--- config.mk ---
export PLATFORM = sky130hd
export DESIGN_NAME = interrupt_register
export DESIGN_NICKNAME = d
export VERILOG_FILES = /design/src/rtl/interrupt_register.sv
export SDC_FILE = /design/constraint.sdc
export NUM_CORES = 1
export LEC_CHECK = 0
export ABC_CLOCK_PERIOD_IN_PS = 1200
export CORE_MARGIN = 5
export CORE_UTILIZATION = 46
export CTS_BUF_LIST = sky130_fd_sc_hd__clkbuf_8
export DETAILED_ROUTE_END_ITERATION = 8
export PLACE_DENSITY = 0.8
export SLEW_MARGIN = 20
export SYNTH_ARGS = -nofsm -noshare
export SYNTH_HDL_FRONTEND = slang
export SYNTH_SLANG_ARGS = --single-unit
--- constraint.sdc ---
create_clock -name CLK -period 1.2 [get_ports CLK]
set_input_delay 0.36 -clock CLK [delete_from_list [all_inputs] [get_ports CLK]]
set_output_delay 0.36 -clock CLK [all_outputs]
set_load 0.03 [all_outputs]
--- src/rtl/interrupt_register.sv ---
// Eight-source interrupt pending register: each source is synchronised,
// rising-edge detected, and latches a sticky bit that the handler clears by index.
module interrupt_register (
    input  logic       CLK,
    input  logic       RST,
    input  logic       North_Button,
    input  logic       South_Button,
    input  logic       East_Button,
    input  logic       West_Button,
    input  logic       Sw3,
    input  logic       Sw2,
    input  logic       Sw1,
    input  logic       Sw0,
    input  logic [3:0] CLR,
    output logic [7:0] State
);

    logic [7:0] src;
    logic [7:0] s1_q;
    logic [7:0] s2_q;
    logic [7:0] prev_q;
    logic [7:0] state_q;
    logic [7:0] state_d;
    logic [7:0] rise;
    logic [7:0] clr_mask;

    assign src = {North_Button, South_Button, East_Button, West_Button,
                  Sw3, Sw2, Sw1, Sw0};

    // NOTE: every variable gets a default before any conditional assignment,
    // so no path through the block leaves a value unassigned (no latch).
    always_comb begin
        clr_mask = 8'h00;
        if (CLR[3]) begin
            clr_mask = 8'b1 << CLR[2:0];
        end
        rise    = s2_q & ~prev_q;
        // A set and a clear of the same bit in one cycle resolves to set.
        state_d = (state_q & ~clr_mask) | rise;
    end

    // NOTE: non-blocking assignments so every flop samples the pre-edge value
    // of its neighbour; this is what makes s1 -> s2 -> prev a real pipeline.
    always_ff @(posedge CLK) begin
        if (RST) begin
            s1_q    <= 8'h00;
            s2_q    <= 8'h00;
            prev_q  <= 8'h00;
            state_q <= 8'h00;
        end else begin
            s1_q    <= src;
            s2_q    <= s1_q;
            prev_q  <= s2_q;
            state_q <= state_d;
        end
    end

    assign State = state_q;

endmodule

==> Word level (Yosys, flattened, before mapping) <==
Cells that the tools add are included.
{ "op_classes": {"reduce_logical": 0, "bitwise": 5, "n_eq_ne": 0, "shift": 1, "n_lt_le_gt_ge": 0, "n_mux": 1, "n_mul": 0, "addsub": 0, "div_mod_pow": 0} }
{ "op_table": {"columns": ["cell", "count"], "rows": [
  ["8-bit AND", 2],
  ["8-bit inverter", 2],
  ["8-bit two-way mux", 1],
  ["8-bit OR", 1],
  ["1-bit by 3-bit << shifter with 8-bit output (first input constant)", 1]
]} }
{ "totals": {"register_bits": 32, "mem_bits_ro": 0, "ram_bits": 0, "latchBits": 0, "in_bits": 14, "n_memories": 0, "output_inout_bits": 8, "elab_cells": 11} }

==> Depth between registers and ports, before layout <==
Gate-level depths: netlist of the first run.
{ "logic_depth": {"ltp_word": 5, "depth_mapped": 3, "ltp_nobuf": 2} }

==> Least setup slack after synthesis of the first run <==
OpenSTA, ideal clock, no wires.
{ "synth_timing": {"kind": "in2reg", "from": "input CLR[2]", "to": "register state_q[0], in the netlist State[0]", "arrival_ps": 1074, "path_slack_ps": 11, "setup_ps": 115, "required_ps": 1085, "path_buffers": 0, "cell_stages": 2, "path_cell_list": "or4b_1 a31o_1"} }
{ "synth_between": {"elab_chain_len": 5} }
{ "synth_lines": {"columns": ["item", "line_no", "rtl"], "rows": [
  ["from (decl)", "14", "input logic [3:0] CLR,"],
  ["1-bit by 3-bit << shifter with 8-bit output", "35", "clr_mask = 8'b1 << CLR[2:0];"],
  ["8-bit two-way mux", "34", "if (CLR[3]) begin"],
  ["8-bit inverter", "39", "state_d = (state_q & ~clr_mask) | rise;"],
  ["8-bit AND", "39", null],
  ["8-bit OR", "39", null],
  ["to (signal assigned)", "54", "state_q <= state_d;"],
  ["to (decl)", "22", "logic [7:0] state_q;"]
]} }
No other way between the ends.
A chain may end at the register's enable or synchronous reset.

==> results.tsv, run 1 <==
stage	metric	value	unit
worst_hold_path	Hold Path Depth	1	
finish	Finished Layout Cells	147	
clock_network	TritonCTS Sinks	32	
timing	Slew @ Worst Pin	277	ps
clock_network	Post-CTS Hold Fix Bufs	0	
pwr	maximum vdd drop	1.49	mV
placed_design	PortBufs	21	
timing	RSZ-0062 raised after global routing	no	
synth	#FFs+latches synth	32	
routing	routed vias/inst	4.67	
worst_setup_path	Setup crit end kind	flop	
worst_setup_path	Worst Path Arrival	1340	ps
synth	post-synth top area cell	dfxtp_1	
synth	sequential element share of the synthesized area	63.2	%
routing	1st-pass router iterations	4	
timing	fmax	848	MHz
timing	min cycle time layout	1180	ps
routing	Final ANT Viol Nets	0	
timing	Final Slew Violations	0	
floorplan	row count	17	
grt	largest net degree at the start of global routing	11	
grt	global-route wire length before repair	2.90	mm
worst_hold_path	hold endpoint	s2_q[3]$_SDFF_PP0_	
floorplan	Die Ht	56.9	um
clock_network	clk root buf	clkbuf_8	
clock_network	Max clock buf depth	2	
worst_setup_path	Crit Reg-Reg Endpoint	State[2]$_SDFF_PP0_	
clock_network	CTS resizes	4	
worst_setup_path	Worst Path Required	1360	ps
worst_hold_path	Tightest Hold Check Type	reg2reg	
placed_design	post-DP HPWL	1.28	mm
finish	ratio of cells with drive above 1 in the final layout	25.2	%
finish	Final Util	64.2	%
floorplan	Die Area	0.00324	mm2
synth	Yosys cell types	12	
timing	Final setup violation count	0	
synth	Gate Count Post-Synth	84	
routing	final WL	1.75	mm
floorplan	total core area	0.00215	mm2
floorplan	initial core utilization	47.2	%
finish	most common cell after layout, fill and taps aside	dfxtp_1	
floorplan	die width	56.9	um
grt	number of antenna violations at the first check in global routing	0	
synth	synthesized area	0.00101	mm2
floorplan	# IOs	22	
placed_design	placed cells	139	
worst_setup_path	CP Class	in2reg	
run_status	status	finished, final reports clean	
worst_setup_path	crit path launch	RST	
clock_network	CTS Buf Count	5	
grt	vias in the first global route	694	
synth	number of synthesis warnings	0	
finish	synthesis-to-finish area growth	36.0	%
clock_network	H-tree levels	2	
worst_setup_path	r2r setup slk	440	ps
clock_network	Clock Pin Slew Worst Setup and Hold Paths	60	ps
placed_design	GP Congestion	0.758	
synth	top-area cell type share of the netlist area	63.2	%
timing	relative slew slack	81.5	%
timing	post-route clock period utilization	98.2	%
worst_setup_path	r2r worst-path depth	2	
clock_network	CTS tree	yes	
routing	routed vias	686	
worst_setup_path	CP Max Fanout	10	
synth	Synth Area per Inst	12.1	um2
grt	total gr overflow	0	
timing	crit path setup slack, layout	21.2	ps
routing	DRT iter0 DRCs	13	
worst_setup_path	CP Launch Type	primary input	
routing	DR WL/cell	11.9	um
timing	Hold Fails Final Rpt	0	
flow_run	Max-Cap Viols	0	
clock_network	setup bufs post-CTS	0	
placed_design	pre-CTS WS	-454	ps
grt	GRT Total Usage	11.5	%
pwr	Pleak	0.000568	uW
finish	most frequent cells in the layout	dfxtp_1 (32), nor2b_1 (24), buf_4 (17)	
worst_setup_path	Reg-to-Reg Start	s2_q[2]$_SDFF_PP0_	
clock_network	Clock Latency Late Sink	260	ps
pwr	P per Cell Area	1520	mW/mm2
synth	Synth Net Count	98	
finish	ant diodes	0	
finish	Nets	132	
routing	DRC	0	
finish	Filler cells	187	
worst_hold_path	Hold Startpoint	s1_q[3]$_SDFF_PP0_	
synth	cells taking the most area after synthesis	dfxtp_1 (63%), nor2b_1 (15%), a31o_2 (6.0%)	
timing	clk_skew	2.00	ps
-- flip-flops by register name (all words and copies together), names as in the netlist --
name and count:
State 8, prev_q 8, s1_q 8, s2_q 8
-- cells in the mapped netlist --
library cell and number:
clkbuf_1 2, or4b_1 1, inv_1 1, nand4b_1 3, nor2b_1 24, dfxtp_1 32, a31o_2 7, buf_2 1
nand4_1 1, a31o_1 1, nand4bb_1 3, nor3b_1 8
-- cells by family (layout without fill, tap and decap cells) --
logic type / count (synthesis) / count (layout) / share of synthesized area [%]
AO/OA/AOI/OAI: 8 / 8 / 6.91
buffers and inverters: 4 / 39 / 1.60
flip-flops: 32 / 32 / 63.2
AND/OR/NAND/NOR: 40 / 40 / 28.3
-- per-stage QoR --
step | setup TNS [ps] | hold WS, ps | total power, uW | area, um2
after floorplan | 0 | 414 | 1240 | 1010
after global placement | -5510 | 417 | 1350 | 1290
after detailed placement | -5720 | 424 | 1350 | 1290
after CTS | 0 | 439 | 2130 | 1380
after global routing | 0 | 455 | 2190 | 1380
final | 0 | 435 | 2100 | 1380
-- worst max-delay path by stage --
stage / to / depth (start not counted) / slack [ps]
final: State[5]$_SDFF_PP0_ / 4 / 20
after CTS: State[5]$_SDFF_PP0_ / 4 / 3
after detailed placement: State[0]$_SDFF_PP0_ / 3 / -450
after global placement: State[0]$_SDFF_PP0_ / 3 / -420
after global routing: State[3]$_SDFF_PP0_ / 4 / 0.4
after floorplan: State[0]$_SDFF_PP0_ / 2 / 10
-- layout make-up --
class / count / area [um2] / area share [%]
multi-input combinational: 48 / 357 / 25.9
tap: 28 / 35.0 / 2.54
clock buffer: 6 / 82.6 / 5.99
inverter: 1 / 3.75 / 0.272
clock inverter: 2 / 7.51 / 0.544
timing repair buffer: 30 / 253 / 18.3
sequential: 32 / 641 / 46.5
-- power breakdown --
group / total, uW / leakage [uW] / internal [uW] / switching, uW
logic: 197 / 0.000251 / 109 / 87.6
registers: 1130 / 0.000263 / 1110 / 17.1
clock network: 777 / 0.0000538 / 449 / 328
-- critical path, stage by stage --
cell,delay [ps]
clkdlybuf4s50_1,510
buf_4,190
nor3b_1,60
a31o_2,210
-- layer usage --
metal  vias up  global-route usage (%)  part of all wire (%)
li1        356                       -                     -
met1       310                    12.8                    46
met2        18                    19.1                    47
met3         2                    5.66                   6.6
met4         0                    3.97                  0.40
met5         -                       0                     0
(Power assumes the default switching activity.)
==> run 2: changes to the inputs <==
- ABC_CLOCK_PERIOD_IN_PS: 1200 -> 1100
- CORE_UTILIZATION: 46 -> 51
- PLACE_DENSITY: 0.8 -> 0.84
- clock period: 1.2 -> 1.1 ns (I/O delays scaled with it)
==> results.tsv, run 2 (synthesis gave the netlist of run 1 again) <==
stage	metric	value	unit
grt	largest net degree at the start of global routing	12	
worst_setup_path	r2r worst-path depth	2	
finish	synthesis-to-finish area growth	44.6	%
placed_design	pre-CTS WS	-514	ps
floorplan	die width	54.6	um
clock_network	Clock Latency Late Sink	280	ps
finish	Finished Layout Cells	150	
worst_setup_path	Worst Path Required	1270	ps
pwr	maximum vdd drop	1.21	mV
floorplan	row count	16	
timing	Fin Setup TNS	0	ps
worst_setup_path	critical path cell sequence	dlygate4sd2_1 -> or4b_1 -> a31o_1	
clock_network	CTS tree	yes	
timing	post-route clock period utilization	99.4	%
clock_network	H-tree levels	2	
floorplan	Die Area	0.00298	mm2
grt	number of antenna violations at the first check in global routing	0	
routing	routed length on met1	888	um
routing	met2 WL post-DR	1.13	mm
finish	Filler cells	136	
routing	routed vias/inst	5.11	
placed_design	placed cells	140	
routing	Final ANT Viol Nets	0	
routing	DRC	0	
worst_hold_path	Hold Path Depth	1	
timing	relative slew slack	85.5	%
floorplan	total core area	0.00192	mm2
placed_design	GP Congestion	0.636	
floorplan	Die Ht	54.6	um
routing	DRT iter0 DRCs	8	
worst_setup_path	CP Max Fanout	2	
worst_setup_path	CP Launch Type	primary input	
finish	sequential standard cell area	651	um2
flow_run	Max-Cap Viols	0	
timing	Final setup violation count	0	
finish	most frequent cells in the layout	nor2b_1 (24), dfxtp_1 (24), buf_4 (12)	
finish	Final Util	76.2	%
clock_network	clk root buf	clkbuf_8	
timing	min cycle time layout	1090	ps
routing	DR WL/cell	15.0	um
timing	fmax	914	MHz
finish	ratio of cells with drive above 1 in the final layout	36.6	%
clock_network	Max clock buf depth	2	
routing	1st-pass router iterations	4	
floorplan	# IOs	22	
timing	RSZ-0062 raised after global routing	yes	
clock_network	TritonCTS Sinks	32	
run_status	status	finished, final reports clean	
worst_setup_path	worst path bufs/invs	1	
clock_network	Clock Pin Slew Worst Setup and Hold Paths	60	ps
grt	total gr overflow	0	
pwr	P per Cell Area	1620	mW/mm2
worst_setup_path	slowest CP cell	or4b_1	
worst_setup_path	Worst path depth	3	
timing	Slew @ Worst Pin	217	ps
placed_design	post-DP HPWL	1.37	mm
worst_setup_path	CP Class	in2reg	
routing	Highest Signal Layer	met4	
routing	met3 wire length	183	um
clock_network	CTS Buf Count	5	
timing	Hold Fails Final Rpt	0	
placed_design	PortBufs	21	
floorplan	initial core utilization	52.7	%
worst_setup_path	slowest stage delay, CP	500	ps
grt	GRT Total Usage	17.0	%
routing	final WL	2.25	mm
timing	clk_skew	3.10	ps
worst_setup_path	Worst Path Arrival	1270	ps
finish	area occupied by multi-input gates	367	um2
worst_hold_path	Tightest Hold Check Type	reg2reg	
pwr	Pleak	0.000612	uW
worst_setup_path	crit-path leading delay family	simple AND/OR/NAND/NOR gates	
worst_setup_path	Setup crit end kind	flop	
grt	vias in the first global route	811	
timing	crit path setup slack, layout	6.27	ps
grt	global-route wire length before repair	3.40	mm
routing	routed vias	766	
finish	ant diodes	0	
finish	Nets	136	
timing	Final Slew Violations	0	
run 2: changes by cell type in the layout (fill, tap and decap cells not counted), sizes merged:
cell / delta
clkdlybuf4s15: +1
clkdlybuf4s50: -1
dlygate4sd2: -1
buf: +4
dlymetal6s2s: +1
run 2: cell type report:
class	instances	area share, %
flip-flops and latches	32	44.4
multi-input cells	48	25.0
repair buffers	34	21.9
clock buffers	6	5.64
well taps	27	2.31
clock inverters	2	0.512
inverters	1	0.256
run 2: what timing repair did:
item	in CTS	in global routing
endpoints found under the hold margin	0	0
pin swaps	2	0
setup endpoints to repair	16	16
hold buffers	0	0
gates resized for setup	19	7
setup buffers	0	2
run 2: worst paths after layout:
check	slack, ps	startpoint	endpoint
worst min register to register	440	s1_q[5]$_SDFF_PP0_	s2_q[5]$_SDFF_PP0_
worst min-delay path	440	s1_q[5]$_SDFF_PP0_	s2_q[5]$_SDFF_PP0_
worst max register to register	310	s2_q[3]$_SDFF_PP0_	State[3]$_SDFF_PP0_
worst max-delay path	6	CLR[1]	State[0]$_SDFF_PP0_
run 2: through the flow:
step / power, uW / hold slack [ps] / area, um2
2_1_floorplan: 1350 / 414 / 1010
3_3_place_gp: 1470 / 417 / 1310
3_5_place_dp: 1480 / 423 / 1310
4_1_cts: 2370 / 437 / 1430
5_1_grt: 2450 / 455 / 1470
6_report: 2370 / 438 / 1470
run 2: per-layer routing:
metal | up-vias | GRT usage (%)
met5 | - | 0
met4 | 0 | 7.88
met3 | 8 | 9.54
met2 | 23 | 28.9
met1 | 367 | 16.4
li1 | 368 | -
run 2: power by group:
group,leakage [uW],switching [uW],internal [uW],total (uW)
logic,0.000291,108,140,248
clock network,0.0000538,391,490,881
registers,0.000266,22.7,1210,1240
total,0.000612,521,1850,2370
==> run 3: changes to the inputs <==
- GPL_ROUTABILITY_DRIVEN: unset -> 0
==> results of run 3 <==
No change in the layout: final DEF, timing and power equal those of run 2.
